$ cat config.mk
export PLATFORM = sky130hd
export DESIGN_NAME = div_engine
export DESIGN_NICKNAME = d
export VERILOG_FILES = /design/src/rtl/div_engine.sv
export SDC_FILE = /design/constraint.sdc
export NUM_CORES = 1
export LEC_CHECK = 0
export CAP_MARGIN = 20
export CORE_ASPECT_RATIO = 2
export CORE_MARGIN = 3
export CORE_UTILIZATION = 65
export DETAILED_ROUTE_END_ITERATION = 10
export DONT_BUFFER_PORTS = 1
export GPL_TIMING_DRIVEN = 0
export PLACE_DENSITY_LB_ADDON = 0.12
export REMOVE_ABC_BUFFERS = 1
export SYNTH_ARGS = -nofsm -noshare
export SYNTH_HDL_FRONTEND = slang
export SYNTH_SLANG_ARGS = --single-unit
$ cat constraint.sdc
create_clock -name clk -period 3.6 [get_ports clk]
set_input_delay 1.08 -clock clk [delete_from_list [all_inputs] [get_ports clk]]
set_output_delay 1.08 -clock clk [all_outputs]
set_load 0.05 [all_outputs]
$ cat src/rtl/div_engine.sv
// Multi-cycle unsigned divider: restoring division, one quotient bit per clock.
// A zero divisor finishes immediately with quotient all ones and the dividend as remainder.
module div_engine #(
  parameter int WIDTH = 8
) (
  input  logic             clk,
  input  logic             rst_n,
  input  logic             eng_start,
  input  logic [WIDTH-1:0] dividend,
  input  logic [WIDTH-1:0] divisor,
  output logic             eng_done,
  output logic             busy,
  output logic [WIDTH-1:0] quotient,
  output logic [WIDTH-1:0] remainder,
  output logic             dbz
);

  localparam int CNT_W = (WIDTH > 2) ? $clog2(WIDTH) : 1;
  localparam logic [CNT_W-1:0] LAST_ITER = CNT_W'(WIDTH - 1);

  typedef enum logic [1:0] {
    S_IDLE = 2'd0,
    S_CALC = 2'd1,
    S_DONE = 2'd2
  } state_t;

  state_t           state_q, state_d;
  logic [WIDTH-1:0] dvd_q, dvd_d;
  logic [WIDTH-1:0] dvs_q, dvs_d;
  logic [WIDTH:0]   prem_q, prem_d;
  logic [CNT_W-1:0] cnt_q, cnt_d;
  logic [WIDTH-1:0] quotient_q, quotient_d;
  logic [WIDTH-1:0] remainder_q, remainder_d;
  logic             dbz_q, dbz_d;

  // Shifted partial remainder with the next dividend bit appended. The top bit
  // is kept so the compare stays exact for divisors close to 2^WIDTH-1.
  logic [WIDTH+1:0] trial;
  logic [WIDTH:0]   sub;
  logic             q_bit;
  logic [WIDTH:0]   prem_next;
  logic [WIDTH-1:0] dvd_next;

  always_comb begin
    trial     = {prem_q, dvd_q[WIDTH-1]};
    q_bit     = (trial >= {2'b00, dvs_q});
    sub       = trial[WIDTH:0] - {1'b0, dvs_q};
    prem_next = q_bit ? sub : trial[WIDTH:0];
    // dvd_q doubles as the quotient shift register: dividend bits leave at the
    // top while quotient bits enter at the bottom.
    dvd_next  = {dvd_q[WIDTH-2:0], q_bit};
  end

  always_comb begin
    state_d     = state_q;
    dvd_d       = dvd_q;
    dvs_d       = dvs_q;
    prem_d      = prem_q;
    cnt_d       = cnt_q;
    quotient_d  = quotient_q;
    remainder_d = remainder_q;
    dbz_d       = dbz_q;
    case (state_q)
      S_IDLE: begin
        if (eng_start) begin
          dvd_d  = dividend;
          dvs_d  = divisor;
          prem_d = '0;
          cnt_d  = '0;
          if (divisor == '0) begin
            state_d     = S_DONE;
            quotient_d  = '1;
            remainder_d = dividend;
            dbz_d       = 1'b1;
          end else begin
            state_d = S_CALC;
          end
        end
      end
      S_CALC: begin
        prem_d = prem_next;
        dvd_d  = dvd_next;
        cnt_d  = cnt_q + 1'b1;
        // Result ports only change here, so intermediate values never show.
        if (cnt_q == LAST_ITER) begin
          state_d     = S_DONE;
          quotient_d  = dvd_next;
          remainder_d = prem_next[WIDTH-1:0];
          dbz_d       = 1'b0;
        end
      end
      S_DONE:  state_d = S_IDLE;
      default: state_d = S_IDLE;
    endcase
  end

  always_ff @(posedge clk or negedge rst_n) begin
    if (!rst_n) begin
      state_q     <= S_IDLE;
      dvd_q       <= '0;
      dvs_q       <= '0;
      prem_q      <= '0;
      cnt_q       <= '0;
      quotient_q  <= '0;
      remainder_q <= '0;
      dbz_q       <= 1'b0;
    end else begin
      state_q     <= state_d;
      dvd_q       <= dvd_d;
      dvs_q       <= dvs_d;
      prem_q      <= prem_d;
      cnt_q       <= cnt_d;
      quotient_q  <= quotient_d;
      remainder_q <= remainder_d;
      dbz_q       <= dbz_d;
    end
  end

  assign eng_done  = (state_q == S_DONE);
  assign busy      = (state_q != S_IDLE);
  assign quotient  = quotient_q;
  assign remainder = remainder_q;
  assign dbz       = dbz_q;

endmodule
# After elaboration in Yosys (flattened, before gate mapping)
# Cells that the tools add are included.
[op_classes]
addsub = 2
n_mul = 0
div_mod_pow = 0
order_cmp = 1
n_eq_ne = 6
shifts = 0
mux = 23
n_bitwise = 0
reduce_logical = 8
[ops]
columns = ["op", "count"]
rows = [
  ["two-way mux 8 bit", 7],
  ["one-hot mux 8 bit (2 select lines)", 3],
  ["two-way mux 9 bit", 2],
  ["one-hot mux 9 bit (2 select lines)", 1],
  [">= comparator 10 x 8 -> 1 bit", 1],
  ["subtractor 9 x 8 -> 9 bit", 1],
  ["zero test 8 bit", 1],
  ["two-way mux 2 bit", 3],
  ["!= test 2 bit, second input constant", 3],
  ["one-hot mux 3 bit (2 select lines)", 1],
  ["AND reduction 2 bit", 3],
  ["one-hot mux 2 bit (2 select lines)", 1],
  ["AND reduction 4 bit", 1],
  ["nonzero test 2 bit", 2],
  ["adder 3 x 1 -> 3 bit, second input constant", 1],
  ["== test 3 bit, second input constant", 1],
  ["two-way mux 1 bit", 3],
  ["two-way mux 3 bit", 1],
  ["== test 2 x 1 -> 1 bit, second input constant", 1],
  ["== test 2 bit, second input constant", 1],
  ["zero test 2 bit", 1],
  ["one-hot mux 1 bit (2 select lines)", 1],
]
[totals]
reg_bits = 47
latchBits = 0
ramBits = 0
rom_bits = 0
inputBits = 19
out_inout_bits = 19
word_cells = 48
mem_count = 0

# Longest topological paths before layout
[logic_depth]
depth_word = 4
depth_mapped = 10
mapped_depth_nobuf = 9

# Worst setup path after synthesis
# No wires, ideal clock.
[synth_path]
path_kind = "register -> output"
startpoint = "register state_q[0]"
endpoint = "output port eng_done"
arrival_time_ns = 1.217
t_required_ns = 2.520
setup_slack_ns = 1.303
path_stages_with_launch = 3
path_buffers = 1
cell_sequence = "dfrtp_1 -> clkbuf_1 -> nor2b_1"
[synth_between]
elab_chain_len = 1
[synth_rtl]
columns = ["element", "line_no", "source"]
rows = [
  ["from (decl)", "27", "state_t state_q, state_d;"],
  ["from (signal assigned)", "108", "state_q <= state_d;"],
  ["== test 2 bit", "119", "assign eng_done = (state_q == S_DONE);"],
  ["to (decl)", "11", "output logic eng_done,"],
]
# Every way passes these cells.

# Worst setup path after layout
[layout_path]
startpoint = "register dvd_q[7]"
endpoint = "register remainder_q[4] (netlist: remainder[4])"
[layout_between]
elab_chain_len = 4
elab_cells_between_ends = 5
classes_between = "1 x add/sub; 1 x order compare; 3 x mux"
[layout_rtl]
columns = ["element", "line_no", "source"]
rows = [
  ["from (decl)", "28", "logic [WIDTH-1:0] dvd_q, dvd_d;"],
  ["from (signal assigned)", "109", "dvd_q <= dvd_d;"],
  ["subtractor 9 x 8 -> 9 bit or >= comparator 10 x 8 -> 1 bit (tied branches)", "47, 46", ""],
  ["two-way mux 9 bit (*)", "48", "prem_next = q_bit ? sub : trial[WIDTH:0];"],
  ["two-way mux 8 bit (*)", "85", "if (cnt_q == LAST_ITER) begin"],
  ["one-hot mux 8 bit (2 select lines) (*)", "63", "case (state_q)"],
  ["to (signal assigned)", "114", "remainder_q <= remainder_d;"],
  ["to (decl)", "33", "logic [WIDTH-1:0] remainder_q, remainder_d;"],
]
# Every way passes the cells marked *; elsewhere a longest branch is shown, timed or not. The select of a mux whose other input is x is not followed.
# A chain may end at the register's enable or synchronous reset.

==> key figures <==
Synth
  • Mapped Area: about 2600 um2
  • Post-Synthesis Cells: 280
  • Area leader, netlist: dfrtp_1
  • Top post-synthesis cells by area: dfrtp_1 46%, nand2_1 8.8%, ha_1 4.9%
  • Top-area cell type share of the netlist area: around 46%
  • Number of synthesized flops with an enable pin: 0
  • Yosys warns: 0
  • Asr flop ratio synth: between 90% and 100%
  • Sequential-to-total area share from yosys stat: between 40 and 50%
  • Post-synthesis cell type count: 47
  • Number of synthesized register bits: 47
  • Top FF cell, synth: dfrtp_1
  • Post-synth top cells: 60 x nand2_1, 47 x dfrtp_1, 24 x nor2_1
  • Synthesized area per cell: 9.17 um2
  • Count leader, synth: nand2_1

Setup path
  • Worst reg2reg path startpoint: dvd_q[7]
  • Crit-path max cell delay: 0.45 ns
  • Sum of buffers and inverters on the critical path: 2
  • CP dominant cell by count: inv_1
  • Delay-heaviest family, CP: compound AO/OA/AOI/OAI gates
  • Reg2reg setup slack: between 0.9 and 1 ns
  • CP Class: reg -> reg
  • Startpoint types: flop
  • Worst Path Arrival: 2.90 ns
  • R2R depth: 9
  • Critical Path Start: dvd_q[7]
  • Critical Path RT: between 3 and 4 ns
  • Setup crit end kind: flop
  • Slowest CP cell: a31oi_4
  • Crit-path cells: inv_1 -> ha_1 -> inv_1 -> fa_1 -> a211oi_2 -> o31ai_4 -> a31oi_4 -> nand3_1 -> a41oi_1
  • CP Max Fanout: 13
  • R2r endpoint: remainder[4]

Clocking
  • Longest Clk Path Bufs: 2
  • H-tree levels: 2
  • CTS Buf Count: 5
  • Clock latency on the worst-skew pair: 0.30 ns
  • Post-CTS Resized: 0
  • Hold Buf Count CTS: 0
  • CTS tree: built
  • Clk sinks: 47
  • Clock transition at path regs: 0.09 ns
  • Root buffer selected by CTS: clkbuf_8
  • Setup bufs post-CTS: 0

Run status
  • Result of the run: completed

Global routing
  • GRT Resource Usage Total: about a quarter
  • GRT overflow: 0
  • Antenna violations before repair: 0
  • Vias in the first global route: 1,990
  • Pin count of the biggest net entering global routing: 48
  • Wire length of the first global-routing pass: roughly 9500 um

STA
  • Setup violators final: 0
  • Setup tns final: 0 ns
  • Min Tclk post-route: ~2.7 ns
  • Peak Freq: between 0.3 and 0.4 GHz
  • Worst slew pin tran: ~0.92 ns
  • Max Slew Vio Count: 0
  • Period Utilization, post-route: 74.5%
  • Fin. Hold Viols: 0
  • Clock skew: slightly below 0.006 ns
  • RSZ-0062 raised after global routing: false
  • Relative slew margins: 38.3%

Detailed routing
  • Via count: 2,044
  • Routed WL: approximately 5700 um
  • DRC violations left: 0
  • Pre-antenna DRT Iters: 4
  • Post-route antenna net violation count: 0
  • DR vias/cell: about 6.3
  • Wire per inst: roughly 18 um
  • Iter 0 DRT Violations: 82

Layout
  • Final nets: between 300 and 400
  • Area delta synth->final: 4.78%
  • Filler Cell Count: roughly 300
  • Layout cell share with drive strength beyond 1: approximately 8.4%
  • # diodes: 0

Die
  • Initial core utilization: between 60% and 70%
  • Chip Height: roughly 95 um
  • # IOs: 38
  • Die area: 4780 um2
  • Die width: 50.4 um
  • Core Area: ~3700 um2
  • Site Rows: 31

Placement
  • GPL Wtd Cong: 0.900
  • Port Buffers: 0
  • HPWL after DPL: ~4200 um

Run
  • Max-Cap Viols: 0

Worst hold path
  • HP Class: in -> async
layer usage:
layer / wire length [um] / global-route usage (%) / vias to the layer above
li1: - / - / 954
met1: 2100 / 29.4 / 999
met2: 3030 / 45.1 / 65
met3: 252 / 5.21 / 26
met4: 353 / 18.7 / 0
met5: 0 / 0 / -
worst max-delay path by stage:
| stage | endpoint | slack, ns | cells after the start |
|---|---|---|---|
| final | remainder[4] | 0.92 | 9 |
| after global routing | remainder[3] | 0.81 | 9 |
| after CTS | prem_q[1] | 0.95 | 9 |
| after detailed placement | prem_q[1] | 1.02 | 9 |
| after global placement | remainder[4] | 1.03 | 9 |
| after floorplan | remainder[7] | 1.25 | 5 |
cell type report:
type | count | area, um2 | share of cell area (%)
multi-input cells | 204 | 1250 | 46.5
clock inverters | 2 | 60.1 | 2.23
repair buffers | 2 | 22.5 | 0.838
inverters | 12 | 45.0 | 1.68
well taps | 49 | 61.3 | 2.28
clock buffers | 6 | 72.6 | 2.70
flip-flops and latches | 47 | 1180 | 43.7
registers in the layout, summed over array words and instances, names as in the netlist:
name and flops:
cnt_q 3, prem_q 9, remainder 8, quotient 8, dvs_q 8, state_q 2
dvd_q 8, dbz 1
placed cells by master (no fill, tap or decap), types with 4 or more instances in the layout:
| cell type | synthesis | final |
|---|---|---|
| o21ai_0 | 19 | 19 |
| nor2b_1 | 4 | 4 |
| nand3_1 | 13 | 13 |
| a21oi_1 | 12 | 12 |
| xor2_1 | 4 | 4 |
| nor2_1 | 24 | 24 |
| nand2_1 | 60 | 60 |
| inv_1 | 11 | 11 |
| clkbuf_8 | 0 | 5 |
| ha_1 | 10 | 10 |
| a31oi_1 | 11 | 11 |
| dfrtp_1 | 47 | 47 |
cell families after synthesis:
group,after synthesis,share of synthesized area (%)
AOI/OAI and AO/OA,69,19.2
xor gates and xnor gates,4,1.37
adders and majority gates,11,5.66
buffers and inverters,29,5.41
DFF,47,45.8
muxes,3,1.37
and+or+nand+nor,117,21.2
through the flow:
stage | area (um2) | hold slack [ns] | util [%] | cells | setup slack, ns
floorplan | 2470 | 0.450 | - | 263 | 1.25
global placement | 2530 | 0.486 | 68.0 | 312 | 1.03
detailed placement | 2540 | 0.505 | 68.2 | 313 | 1.02
CTS | 2670 | 0.459 | 71.8 | 321 | 0.951
global route | 2690 | 0.449 | 72.2 | 322 | 0.809
finish | 2690 | 0.465 | 72.2 | 322 | 0.918
Power is left out: the tool's default activity adds up to more than one toggle a clock period on the data nets, which glitch-free logic cannot reach.
